File: config.mk
export PLATFORM = sky130hd
export DESIGN_NAME = beat_sequencer
export DESIGN_NICKNAME = d
export VERILOG_FILES = /design/src/rtl/music_pkg.sv /design/src/rtl/beat_divider.sv /design/src/rtl/beat_sequencer.sv
export SDC_FILE = /design/constraint.sdc
export NUM_CORES = 1
export LEC_CHECK = 0
export BUFFER_PORTS_ARGS = -buffer_cell sky130_fd_sc_hd__buf_2
export CORE_MARGIN = 2
export CORE_UTILIZATION = 45
export CTS_CLUSTER_SIZE = 25
export DETAILED_ROUTE_END_ITERATION = 10
export PLACE_DENSITY_LB_ADDON = 0.25
export SETUP_SLACK_MARGIN = 0.1
export SKIP_LAST_GASP = 1
export SLEW_MARGIN = 20
export SYNTH_ARGS = -nofsm -noshare
export SYNTH_HDL_FRONTEND = slang
export SYNTH_SLANG_ARGS = --single-unit
File: constraint.sdc
create_clock -name clk -period 2.88 [get_ports clk]
set_input_delay 0.144 -clock clk [delete_from_list [all_inputs] [get_ports clk]]
set_output_delay 0.144 -clock clk [all_outputs]
set_load 0.05 [all_outputs]
File: src/rtl/music_pkg.sv
// Shared definitions for the music player: song table, beat address width,
// and the transport state encoding seen on the beat_sequencer state port.
package music_pkg;

  localparam int BEAT_W     = 12;
  localparam int NUM_SONGS  = 4;
  localparam int SONG_IDX_W = 2;

  typedef enum logic [1:0] {
    ST_IDLE  = 2'd0,
    ST_PLAY  = 2'd1,
    ST_PAUSE = 2'd2,
    ST_DONE  = 2'd3
  } state_t;

  // Regions of the shared note ROM; entries must not cross 2^BEAT_W.
  localparam logic [BEAT_W-1:0] SONG_START [NUM_SONGS] = '{12'd0, 12'd8, 12'd12, 12'd28};
  localparam logic [BEAT_W-1:0] SONG_LEN   [NUM_SONGS] = '{12'd8, 12'd4, 12'd16, 12'd8};

  function automatic logic [BEAT_W-1:0] song_start(input logic [SONG_IDX_W-1:0] idx);
    return SONG_START[idx];
  endfunction

  function automatic logic [BEAT_W-1:0] song_last(input logic [SONG_IDX_W-1:0] idx);
    return SONG_START[idx] + SONG_LEN[idx] - BEAT_W'(1);
  endfunction

endpackage

File: src/rtl/beat_divider.sv
// Tempo divider: counts clk cycles while enabled and flags the terminal count
// of the current beat period (normal, or stretched by SLOW_MULT when slow).
// The compare is ">=" so that dropping slow late in a long beat ends that beat
// on the next enabled cycle instead of running the counter around.
module beat_divider
  import music_pkg::*;
#(
  parameter int BEAT_DIV  = 12_500_000,
  parameter int SLOW_MULT = 2
) (
  input  logic clk,
  input  logic reset,
  input  logic en_i,
  input  logic clr_i,
  input  logic slow_i,
  output logic term_o,
  output logic tick_o
);

  localparam int PERIOD_SLOW = BEAT_DIV * SLOW_MULT;
  localparam int CNT_W       = (PERIOD_SLOW > 1) ? $clog2(PERIOD_SLOW) : 1;
  localparam logic [CNT_W-1:0] LAST_FAST = CNT_W'(BEAT_DIV - 1);
  localparam logic [CNT_W-1:0] LAST_SLOW = CNT_W'(PERIOD_SLOW - 1);

  logic [CNT_W-1:0] div_cnt_q, div_cnt_d;
  logic [CNT_W-1:0] last_cnt;

  // Period select, terminal detect and next count.
  always_comb begin
    last_cnt  = slow_i ? LAST_SLOW : LAST_FAST;
    term_o    = (div_cnt_q >= last_cnt);
    tick_o    = en_i && term_o;
    div_cnt_d = div_cnt_q;
    if (clr_i || tick_o) begin
      div_cnt_d = '0;
    end else if (en_i) begin
      div_cnt_d = div_cnt_q + CNT_W'(1);
    end
  end

  // Counter register.
  always_ff @(posedge clk) begin
    if (reset) begin
      div_cnt_q <= '0;
    end else begin
      div_cnt_q <= div_cnt_d;
    end
  end

endmodule

File: src/rtl/beat_sequencer.sv
// Transport controller: play/pause/stop/song-select FSM, song latch and the
// note-ROM beat address. Optional macro SONG_REPEAT_EN: when defined, the
// song loops from its start after the last beat instead of stopping in DONE.
//
//   state | meaning
//   IDLE  | stopped; follows song_sel, ibeat parked at song start
//   PLAY  | divider running, ibeat advances on each tick
//   PAUSE | divider and ibeat frozen mid-beat
//   DONE  | last beat reached; ibeat held, follows song_sel for replay
module beat_sequencer
  import music_pkg::*;
#(
  parameter int BEAT_DIV  = 12_500_000,
  parameter int SLOW_MULT = 2
) (
  input  logic                  clk,
  input  logic                  reset,
  input  logic                  play,
  input  logic                  stop,
  input  logic                  slow,
  input  logic [SONG_IDX_W-1:0] song_sel,
  output logic [BEAT_W-1:0]     ibeat,
  output logic                  beat_tick,
  output logic [1:0]            state,
  output logic                  song_done
);

  state_t                  state_q, state_d;
  logic [SONG_IDX_W-1:0]   cur_song_q, cur_song_d;
  logic [BEAT_W-1:0]       ibeat_q, ibeat_d;
  logic                    beat_tick_q, beat_tick_d;
  logic                    song_done_q, song_done_d;
  logic                    div_en, div_clr, div_term, div_tick;
  logic                    last_beat;

  // A play pulse in PLAY freezes the divider unless the beat ends this cycle,
  // in which case the advance is taken first and PAUSE follows.
  assign div_en  = (state_q == ST_PLAY) && !stop && (!play || div_term);
  assign div_clr = stop || (state_q == ST_IDLE) || ((state_q == ST_DONE) && play);

  beat_divider #(
    .BEAT_DIV  (BEAT_DIV),
    .SLOW_MULT (SLOW_MULT)
  ) u_beat_divider (
    .clk    (clk),
    .reset  (reset),
    .en_i   (div_en),
    .clr_i  (div_clr),
    .slow_i (slow),
    .term_o (div_term),
    .tick_o (div_tick)
  );

  // Next-state and registered-output logic for the transport FSM.
  always_comb begin
    state_d     = state_q;
    cur_song_d  = cur_song_q;
    ibeat_d     = ibeat_q;
    beat_tick_d = 1'b0;
    song_done_d = 1'b0;
    last_beat   = (ibeat_q == song_last(cur_song_q));
    if (stop) begin
      state_d = ST_IDLE;
      ibeat_d = song_start(cur_song_q);
    end else begin
      unique case (state_q)
        ST_IDLE: begin
          cur_song_d = song_sel;
          ibeat_d    = song_start(song_sel);
          if (play) state_d = ST_PLAY;
        end
        ST_PLAY: begin
          if (play) state_d = ST_PAUSE;
          if (div_tick) begin
            if (last_beat) begin
              song_done_d = 1'b1;
`ifdef SONG_REPEAT_EN
              ibeat_d     = song_start(cur_song_q);
              beat_tick_d = 1'b1;
`else
              state_d     = ST_DONE;
`endif
            end else begin
              ibeat_d     = ibeat_q + BEAT_W'(1);
              beat_tick_d = 1'b1;
            end
          end
        end
        ST_PAUSE: begin
          if (play) state_d = ST_PLAY;
        end
        ST_DONE: begin
          cur_song_d = song_sel;
          if (play) begin
            state_d = ST_PLAY;
            ibeat_d = song_start(song_sel);
          end
        end
        default: state_d = ST_IDLE;
      endcase
    end
  end

  // State, song latch, beat address and strobes.
  always_ff @(posedge clk) begin
    if (reset) begin
      state_q     <= ST_IDLE;
      cur_song_q  <= '0;
      ibeat_q     <= SONG_START[0];
      beat_tick_q <= 1'b0;
      song_done_q <= 1'b0;
    end else begin
      state_q     <= state_d;
      cur_song_q  <= cur_song_d;
      ibeat_q     <= ibeat_d;
      beat_tick_q <= beat_tick_d;
      song_done_q <= song_done_d;
    end
  end

  assign ibeat     = ibeat_q;
  assign beat_tick = beat_tick_q;
  assign state     = state_q;
  assign song_done = song_done_q;

endmodule

==> results.md, run 1 <==
Status:
- The run finished with clean final reports.

Global route:
- The pin count of the biggest net entering global routing is 26.
- The initial antenna violation count is 0.
- The total global routing track utilization is 0.170.
- After global routing the overflow that remains totals 0.
- The via count of the first global-routing pass came to between 1.5k and 2k.
- The first global-routing pass estimated 8470 um of wire.

Clocking:
- The clock-pin slew reported for the worst setup and hold paths after clock tree synthesis is around 0.08 ns.
- CTS placed an instance of clkbuf_8 at the clock tree root.
- The later pin in the worst-skew pair is clocked with a latency of a little under 0.3 ns.
- Buffers added to address setup during post-CTS repair amount to 0.
- Counting along the longest clock path gives a buffer depth of 2.
- For this design, the CTS-stage hold fixing added 0 buffers.
- The number of gates given a new drive strength after cts is 0.
- CTS built an H-tree with a depth of 2.
- Counting the buffers created by CTS gives 5.
- The number of clock sinks is 43.
- TritonCTS built the clock tree.

Power and ir drop:
- The ratio of total power to cell area is slightly below 400 nW/um^2.
- The sum of internal, switching and leakage power is approximately 1100 uW.
- VDD sags by at most roughly 0.2 mV.
- In this run the static leakage power is about 0.001 uW.

Route:
- The first detailed-routing pass ran for 4 iterations.
- For this run, design rule violations remaining after detail routing come to 0.
- Dividing the detail-routed via count by the number of cells gives between 5 and 6.
- The detailed router finished its first iteration with 83 violations.
- The final routed wire length divided by cell count is ~12 um.
- The final layout contains routed wiring with a total length of approximately 4800 um.
- The detailed router placed 2080 vias in this run.
- The number of routed nets with antenna violations is 0.

Die:
- The die is around 78 um wide.
- The floorplan die height is approximately 80 um.
- The floorplan step defined a die boundary enclosing 6100 um^2.
- For this configuration, the core starts out at a cell density of 0.475.
- The core area is 5200 um^2.
- Row generation in the floorplan step produced 26 rows.
- The number of top-level pins is 23.

Logic synthesis:
- The number of enable flip-flop cells after synthesis is 0.
- Synthesis produced between 200 and 300 cells.
- In this run the mean area of a mapped cell was 8.32 um^2.
- The count of unique library cells instantiated by Yosys is 40.
- The fraction of the yosys area taken by sequential cells is 0.348.
- Synthesis inferred between 40 and 50 register bits.
- In the synthesized netlist the async set-or-reset flop fraction comes to 0.
- The post-synthesis cell area is 2470 um^2.
- The most used flip-flop cell after synthesis is dfxtp_1.
- The total number of yosys warnings is 0.
- Synthesis produced a netlist with a net count of around 320.

STA:
- The final hold violation count is 0.
- The final setup TNS is 0 ns.
- The actual slew at the worst max-slew pin is ~0.47 ns.
- The highest clock frequency the design can meet is around 0.40 GHz.
- The worst relative slew slack is 0.688.
- Between clock sinks in the finished design, the worst skew comes to 0.00397 ns.
- The final max-slew violation count was 0.
- The final clock period utilization by the worst path is 0.874.
- Setup repair after global routing left no endpoint under its margin.
- Setup violations remaining at the end of the flow were counted as 0.
- The post-route minimum period is around 2.5 ns.

Worst setup path:
- In this run the register-to-register setup slack is 0.36 ns.
- The worst setup path is captured at a flip-flop.
- The worst register-to-register path has a depth of 8.
- The data required time of the critical path is ~3.1 ns.
- The type of the worst setup path is flip-flop to flip-flop.
- The biggest cell delay along the critical path is 0.53 ns.
- The total buffers and inverters traversed by the critical path is 0.
- The cell family contributing the most delay on the critical path is compound AO/OA/AOI/OAI gates.
- The origin of the critical flop-to-flop path is u_beat_divider.div_cnt_q[16]$_SDFFE_PP0N_.
- In this run the worst path has a maximum fanout of 25.
- In this run the critical register-to-register path is captured at u_beat_divider.div_cnt_q[1]$_SDFFE_PP0N_.
- Traced cell by cell, the critical path runs through ha_1 -> nand4_2 -> nor4_2 -> a2111o_2 -> a211oi_4 -> or2b_1 -> nand2_2 -> a211oi_1.
- The arrival time at the worst endpoint is approximately 2.7 ns.
- The cell at the slowest stage of the critical path is a2111o_2.
- The worst setup path is launched from a flip-flop.

Worst hold path:
- The cell depth of the worst min-delay path is 3.
- In this run the most critical hold path is launched from song_sel[0].
- The worst hold-check path type is input port to flip-flop.
- For hold timing, the worst endpoint is cur_song_q[0]$_SDFFE_PP0P_.

Placement:
- The post-detailed-placement half-perimeter wirelength is about 3600 um.
- In this run the cell area measured after placement is around 2600 um^2.
- At the end of routability-driven placement, the weighted congestion stood at 0.792.
- Port buffering added 22 buffers.

Finish:
- The area added between synthesis and finish is 10.1%.
- The filler cells instantiated in the layout total 508.
- In the final layout, the share of cells above drive strength 1 is 0.127.
- The number of nets in the layout is around 350.
- The antenna diode instance count is 0.
- The finished layout cell area is approximately 2700 um^2.

Flow run:
- The number of max-cap violations is 0.
## worst min-delay path: stages
cell and delay (ns):
buf_2 0.11, nand2_1 0.05, a21oi_1 0.05
## flip-flops by register name (all words and copies together) (netlist names)
signal / cells
song_done: 1
state: 2
beat_tick: 1
cur_song_q: 2
u_beat_divider.div_cnt_q: 25
ibeat: 12
## cell type report
class                           instances  area (um^2)  share of cell area
Inverter                               11         41.3              0.0152
Clock inverter                          1         5.00             0.00184
Clock buffer                            7         76.3              0.0280
Tap cell                               70         87.6              0.0322
Sequential cell                        43          861               0.316
Timing Repair Buffer                   26          140              0.0515
Multi-Input combinational cell        234         1510               0.555
## metrics by stage
stage / utilization / worst slack (ns) / std cells / hold WS [ns]
global placement: 0.507 / 0.348 / 384 / 0.422
finish: 0.523 / 0.363 / 392 / 0.108
global route: 0.523 / 0.114 / 392 / 0.134
detailed placement: 0.507 / 0.274 / 384 / 0.419
floorplan: - / 0.421 / 297 / 0.280
CTS: 0.523 / 0.337 / 392 / 0.106
## power by group
group          internal, uW  total [uW]  switching, uW
logic                  33.1        95.0           61.9
clock network           170         366            196
registers               600         611           10.5
## cells in the mapped netlist (all sizes together) (4+ instances only)
| master | n | area, um^2 |
|---|---|---|
| nor2 | 44 | 165 |
| nand2 | 21 | 83.8 |
| nand3 | 14 | 70.1 |
| a21oi | 19 | 95.1 |
| buf | 6 | 47.5 |
| nor3 | 17 | 85.1 |
| o21ai | 9 | 45.0 |
| nand4 | 10 | 68.8 |
| dfxtp | 43 | 861 |
| a211oi | 7 | 65.1 |
| xnor2 | 21 | 184 |
| o31ai | 4 | 30.0 |
| ha | 19 | 238 |
| nor2b | 5 | 31.3 |
| xor2 | 10 | 87.6 |
| and3 | 6 | 37.5 |
| or3 | 4 | 25.0 |
| inv | 11 | 41.3 |
## cells by family after synthesis
kind of cell               after synthesis  share of synthesized area
and+or+nand+nor                        138                      0.281
DFF                                     43                      0.348
buffers and inverters                   20                     0.0405
xor gates and xnor gates                31                      0.110
adders and majority gates               19                     0.0962
AOI/OAI and AO/OA                       46                      0.124
## layer usage
layer	vias to the layer above	global-route usage	part of all wire
met5	-	0	0
met4	0	0.0526	0.013
met3	5	0.0379	0.035
met2	30	0.268	0.44
met1	951	0.231	0.51
li1	1094	-	-
## worst max path at each step
stage | depth (start not counted) | from | slack (ns) | to
5_1_grt | 8 | u_beat_divider.div_cnt_q[16]$_SDFFE_PP0N_ | 0.11 | u_beat_divider.div_cnt_q[2]$_SDFFE_PP0N_
2_1_floorplan | 9 | state[0]$_SDFFE_PP0P_ | 0.42 | u_beat_divider.div_cnt_q[15]$_SDFFE_PP0N_
6_report | 8 | u_beat_divider.div_cnt_q[16]$_SDFFE_PP0N_ | 0.36 | u_beat_divider.div_cnt_q[1]$_SDFFE_PP0N_
3_3_place_gp | 10 | slow | 0.35 | u_beat_divider.div_cnt_q[1]$_SDFFE_PP0N_
4_1_cts | 8 | u_beat_divider.div_cnt_q[16]$_SDFFE_PP0N_ | 0.34 | u_beat_divider.div_cnt_q[1]$_SDFFE_PP0N_
3_5_place_dp | 10 | slow | 0.27 | u_beat_divider.div_cnt_q[1]$_SDFFE_PP0N_
## placed cells by master (no fill, tap or decap), types with 9 or more instances in the layout
cell / instances
nor2_1: 44
nor3_1: 17
dfxtp_1: 43
inv_1: 11
xnor2_1: 21
a21oi_1: 19
nand2_1: 19
xor2_1: 10
buf_2: 22
nand3_1: 14
ha_1: 19
nand4_1: 9
(Power assumes the default switching activity.)
==> run 2: changes to the inputs <==
--- a/config.mk
+++ b/config.mk
@@ -11,6 +11,7 @@
 export CTS_CLUSTER_SIZE = 25
 export DETAILED_ROUTE_END_ITERATION = 10
 export PLACE_DENSITY_LB_ADDON = 0.25
+export RECOVER_POWER = 100
 export SETUP_SLACK_MARGIN = 0.1
 export SKIP_LAST_GASP = 1
 export SLEW_MARGIN = 20
==> run 2 against run 1 <==
Net effect:
- clock skew is 0.00066 ns lower
- utilization decreased by 0.70 points
- wire length grew 0.74%
- sequential share of layout area grew 0.43 points
- fmax fell by 0.87%
- global-route usage did not move
- total power fell by 0.11%
- via count hardly changed
- sequential power about the same
- clock power about the same
- largest power group unchanged
==> results.md, run 2 (same netlist as run 1, synthesis figures left out) <==
Status:
- The flow ran to the end, and the final reports show no timing, DRC or antenna violations.

Route:
- The DRC violations left is 0 (unchanged).
- The routed via count divided by cell count came to 5.30 (about the same).
- The total iterations of the first detailed-routing run is 4 (unchanged).
- The final routed wire length divided by cell count is 12.4 um (+0.74%).
- The detailed-route wire length is 4880 um (+0.74%).
- The number of routed nets with antenna violations is 0 (unchanged).
- The via total after detailed routing was 2078 (-0.096%).
- The number of violations reported at the end of detailed-routing iteration 0 is 89 (+7.2%).

Clocking:
- The TritonCTS clock tree is yes.
- The post-CTS setup buffer count is 0 (unchanged).
- The number of H-tree levels is 2 (unchanged).
- The number of gates given a new drive strength after cts came to 0 (unchanged).
- The TritonCTS buffer count is 5 (unchanged).
- The clock insertion delay at the later pin of the skew report is 0.29 ns (about the same).
- The clock root buffer master is clkbuf_8.
- The number of clock sinks was 43 (unchanged).
- The clock-pin slew reported for the worst setup and hold paths after clock tree synthesis is 0.08 ns (about the same).
- The number of hold buffers added after cts is 0 (unchanged).
- The number of buffers on the longest clock path was 2 (unchanged).

Finish:
- The fraction of layout instances using a drive strength above 1 is 0.0683 (-0.0590).
- The number of flip-flops under the largest register name is 25 (unchanged).
- From synthesis to final layout, the design area changed by 8.65%.
- The combined area of the multi-input logic cells came to 1500 um^2 (-0.83%).
- The antenna diode instance count is 0 (unchanged).
- The number of filler instances in the final layout is 524 (+3.1%).
- The register bank with the most flops is u_beat_divider.div_cnt_q.
- In the layout the commonest cells are nor2_1, dfxtp_1, xnor2_1.
- The number of nets in the layout is 347 (unchanged).
- The most common library cell in the layout ignoring fill and taps is nor2_1.
- The footprint of the flip-flops and latches was 861 um^2 (unchanged).

Worst setup path:
- The type of the worst setup path is flip-flop to flip-flop.
- STA classifies the critical path endpoint as a flip-flop.
- The maximum fanout along the worst path is 25 (unchanged).
- The data required time of the critical path is 3.09 ns (about the same).
- The arrival time at the worst endpoint is 2.75 ns (+0.02 ns).
- The number of cells traversed by the worst register-to-register path is 8 (unchanged).
- The beginning of the critical path is u_beat_divider.div_cnt_q[16]$_SDFFE_PP0N_.
- The origin of the critical flop-to-flop path is u_beat_divider.div_cnt_q[16]$_SDFFE_PP0N_.
- The kind of launch point of the worst setup path is a flip-flop.

Power and ir drop:
- The ratio of total power to cell area is 398 nW/um^2 (+1.2%).
- The worst voltage drop across the vdd grid came to 0.201 mV (about the same).
- The static leakage is 0.000924 uW (-7.5%).
- The power spent charging and discharging nets is 269 uW (+0.37%).
- The portion of total power attributed to the clock network is 0.343 (+0.002).
- The fraction of power spent switching nets was 0.251 (+0.00120).
- The internal power summed over all cells is 801 uW (-0.27%).
- The relative contribution of combinational cells to total power was 0.086 (-0.003).
- The part of the total power dissipated in sequential elements is 0.571 (about the same).

STA:
- The highest clock frequency the design can meet is 0.394 GHz (-0.87%).
- The final max-slew violation count is 0 (unchanged).
- The worst clock skew was 0.00332 ns (-0.000655 ns).
- The actual slew at the worst max-slew pin is 0.611 ns (+0.144 ns).
- The worst relative slew slack came to 0.595 (-0.0931).
- The worst slack on hold paths is 0.107 ns (-0.00101 ns).
- The final setup TNS was 0 ns (unchanged).
- Setup repair after global routing left no endpoint under its margin.
- The final hold violation count was 0 (unchanged).
- The post-route minimum period is 2.54 ns (+0.0222 ns).
- The final clock period utilization by the worst path was 0.882 (+0.00769).
- The final setup violation count is 0 (unchanged).

Global route:
- The residual overflow from global routing is 0 (unchanged).
- The initial antenna violation count is 0 (unchanged).
- The via count of the first global-routing pass is 1852 (unchanged).
- The pin count of the biggest net entering global routing is 26 (unchanged).
- The total global routing track utilization came to 0.170 (unchanged).
- The wire length of the first global-routing pass is 8470 um (unchanged).

Worst hold path:
- The launch point of the worst hold path is song_sel[0].
- The cell depth of the worst min-delay path is 3 (unchanged).
- The worst hold-check path type is input port to flip-flop.

Placement:
- The placer's final routability congestion estimate is 0.792 (unchanged).
- The count of input and output buffers is 22 (unchanged).
- The post-detailed-placement half-perimeter wirelength came to 3600 um (unchanged).

Die:
- The number of standard-cell rows in the floorplan is 26 (unchanged).
- The effective utilization at floorplan is 0.475 (unchanged).
- The core area is 5200 um^2 (unchanged).
- The number of top-level pins came to 23 (unchanged).
- The area of the die is 6100 um^2 (unchanged).
- The die boundary width is 78.1 um (unchanged).
- The floorplan die height came to 78.1 um (unchanged).

Flow run:
- The number of max-cap violations is 0 (unchanged).
run 2: cell count changes in the layout (fill, tap and decap cells not counted), sizes merged:
| cell | delta |
|---|---|
| buf | -17 |
| clkbuf | +17 |
run 2: routing by layer:
layer  routed length (um)  GRT usage  vias to the layer above
met2                 2140      0.268                       30
li1                     -          -                     1094
met3                  177     0.0379                        5
met4                   62     0.0526                        0
met1                 2500      0.231                      949
met5                    0          0                        -
run 2: power groups by stage:
| stage | combinational (uW) | sequential (uW) | clock (uW) |
|---|---|---|---|
| 6_report | 92.6 | 611 | 367 |
| 5_1_grt | 103 | 612 | 402 |
| 4_1_cts | 95.2 | 611 | 379 |
| 3_5_place_dp | 94.8 | 625 | 0 |
| 3_3_place_gp | 94.0 | 625 | 0 |
| 2_1_floorplan | 59.9 | 637 | 0 |
run 2: per-stage QoR:
step | instance area [um^2] | util | instances | total power, uW | setup slack, ns
floorplan | 2470 | - | 297 | 697 | 0.421
global placement | 2640 | 0.507 | 384 | 719 | 0.348
detailed placement | 2640 | 0.507 | 384 | 720 | 0.274
CTS | 2720 | 0.523 | 392 | 1090 | 0.337
global route | 2690 | 0.516 | 392 | 1120 | 0.0843
finish | 2690 | 0.516 | 392 | 1070 | 0.341
run 2: area by class of cell:
type,count,share of cell area
Multi-Input combinational cell,234,0.558
Sequential cell,43,0.320
Timing Repair Buffer,26,0.0433
Tap cell,70,0.0326
Clock buffer,7,0.0284
Inverter,11,0.0154
Clock inverter,1,0.00186
run 2: path summary, 6_finish.rpt:
kind	end	slack [ns]
setup / recovery	u_beat_divider.div_cnt_q[1]$_SDFFE_PP0N_	0.34
hold / removal	cur_song_q[0]$_SDFFE_PP0P_	0.11
setup reg to reg	u_beat_divider.div_cnt_q[1]$_SDFFE_PP0N_	0.34
hold reg to reg	ibeat[1]$_SDFFE_PP0P_	0.49
run 2: worst max-delay path, stage by stage, from the launching register on:
cell	delay, ns
dfxtp_1	0.40
ha_1	0.27
nand4_1	0.13
nor4_1	0.06
a2111o_2	0.53
a211oi_4	0.29
or2b_1	0.21
nand2_2	0.30
a211oi_1	0.26
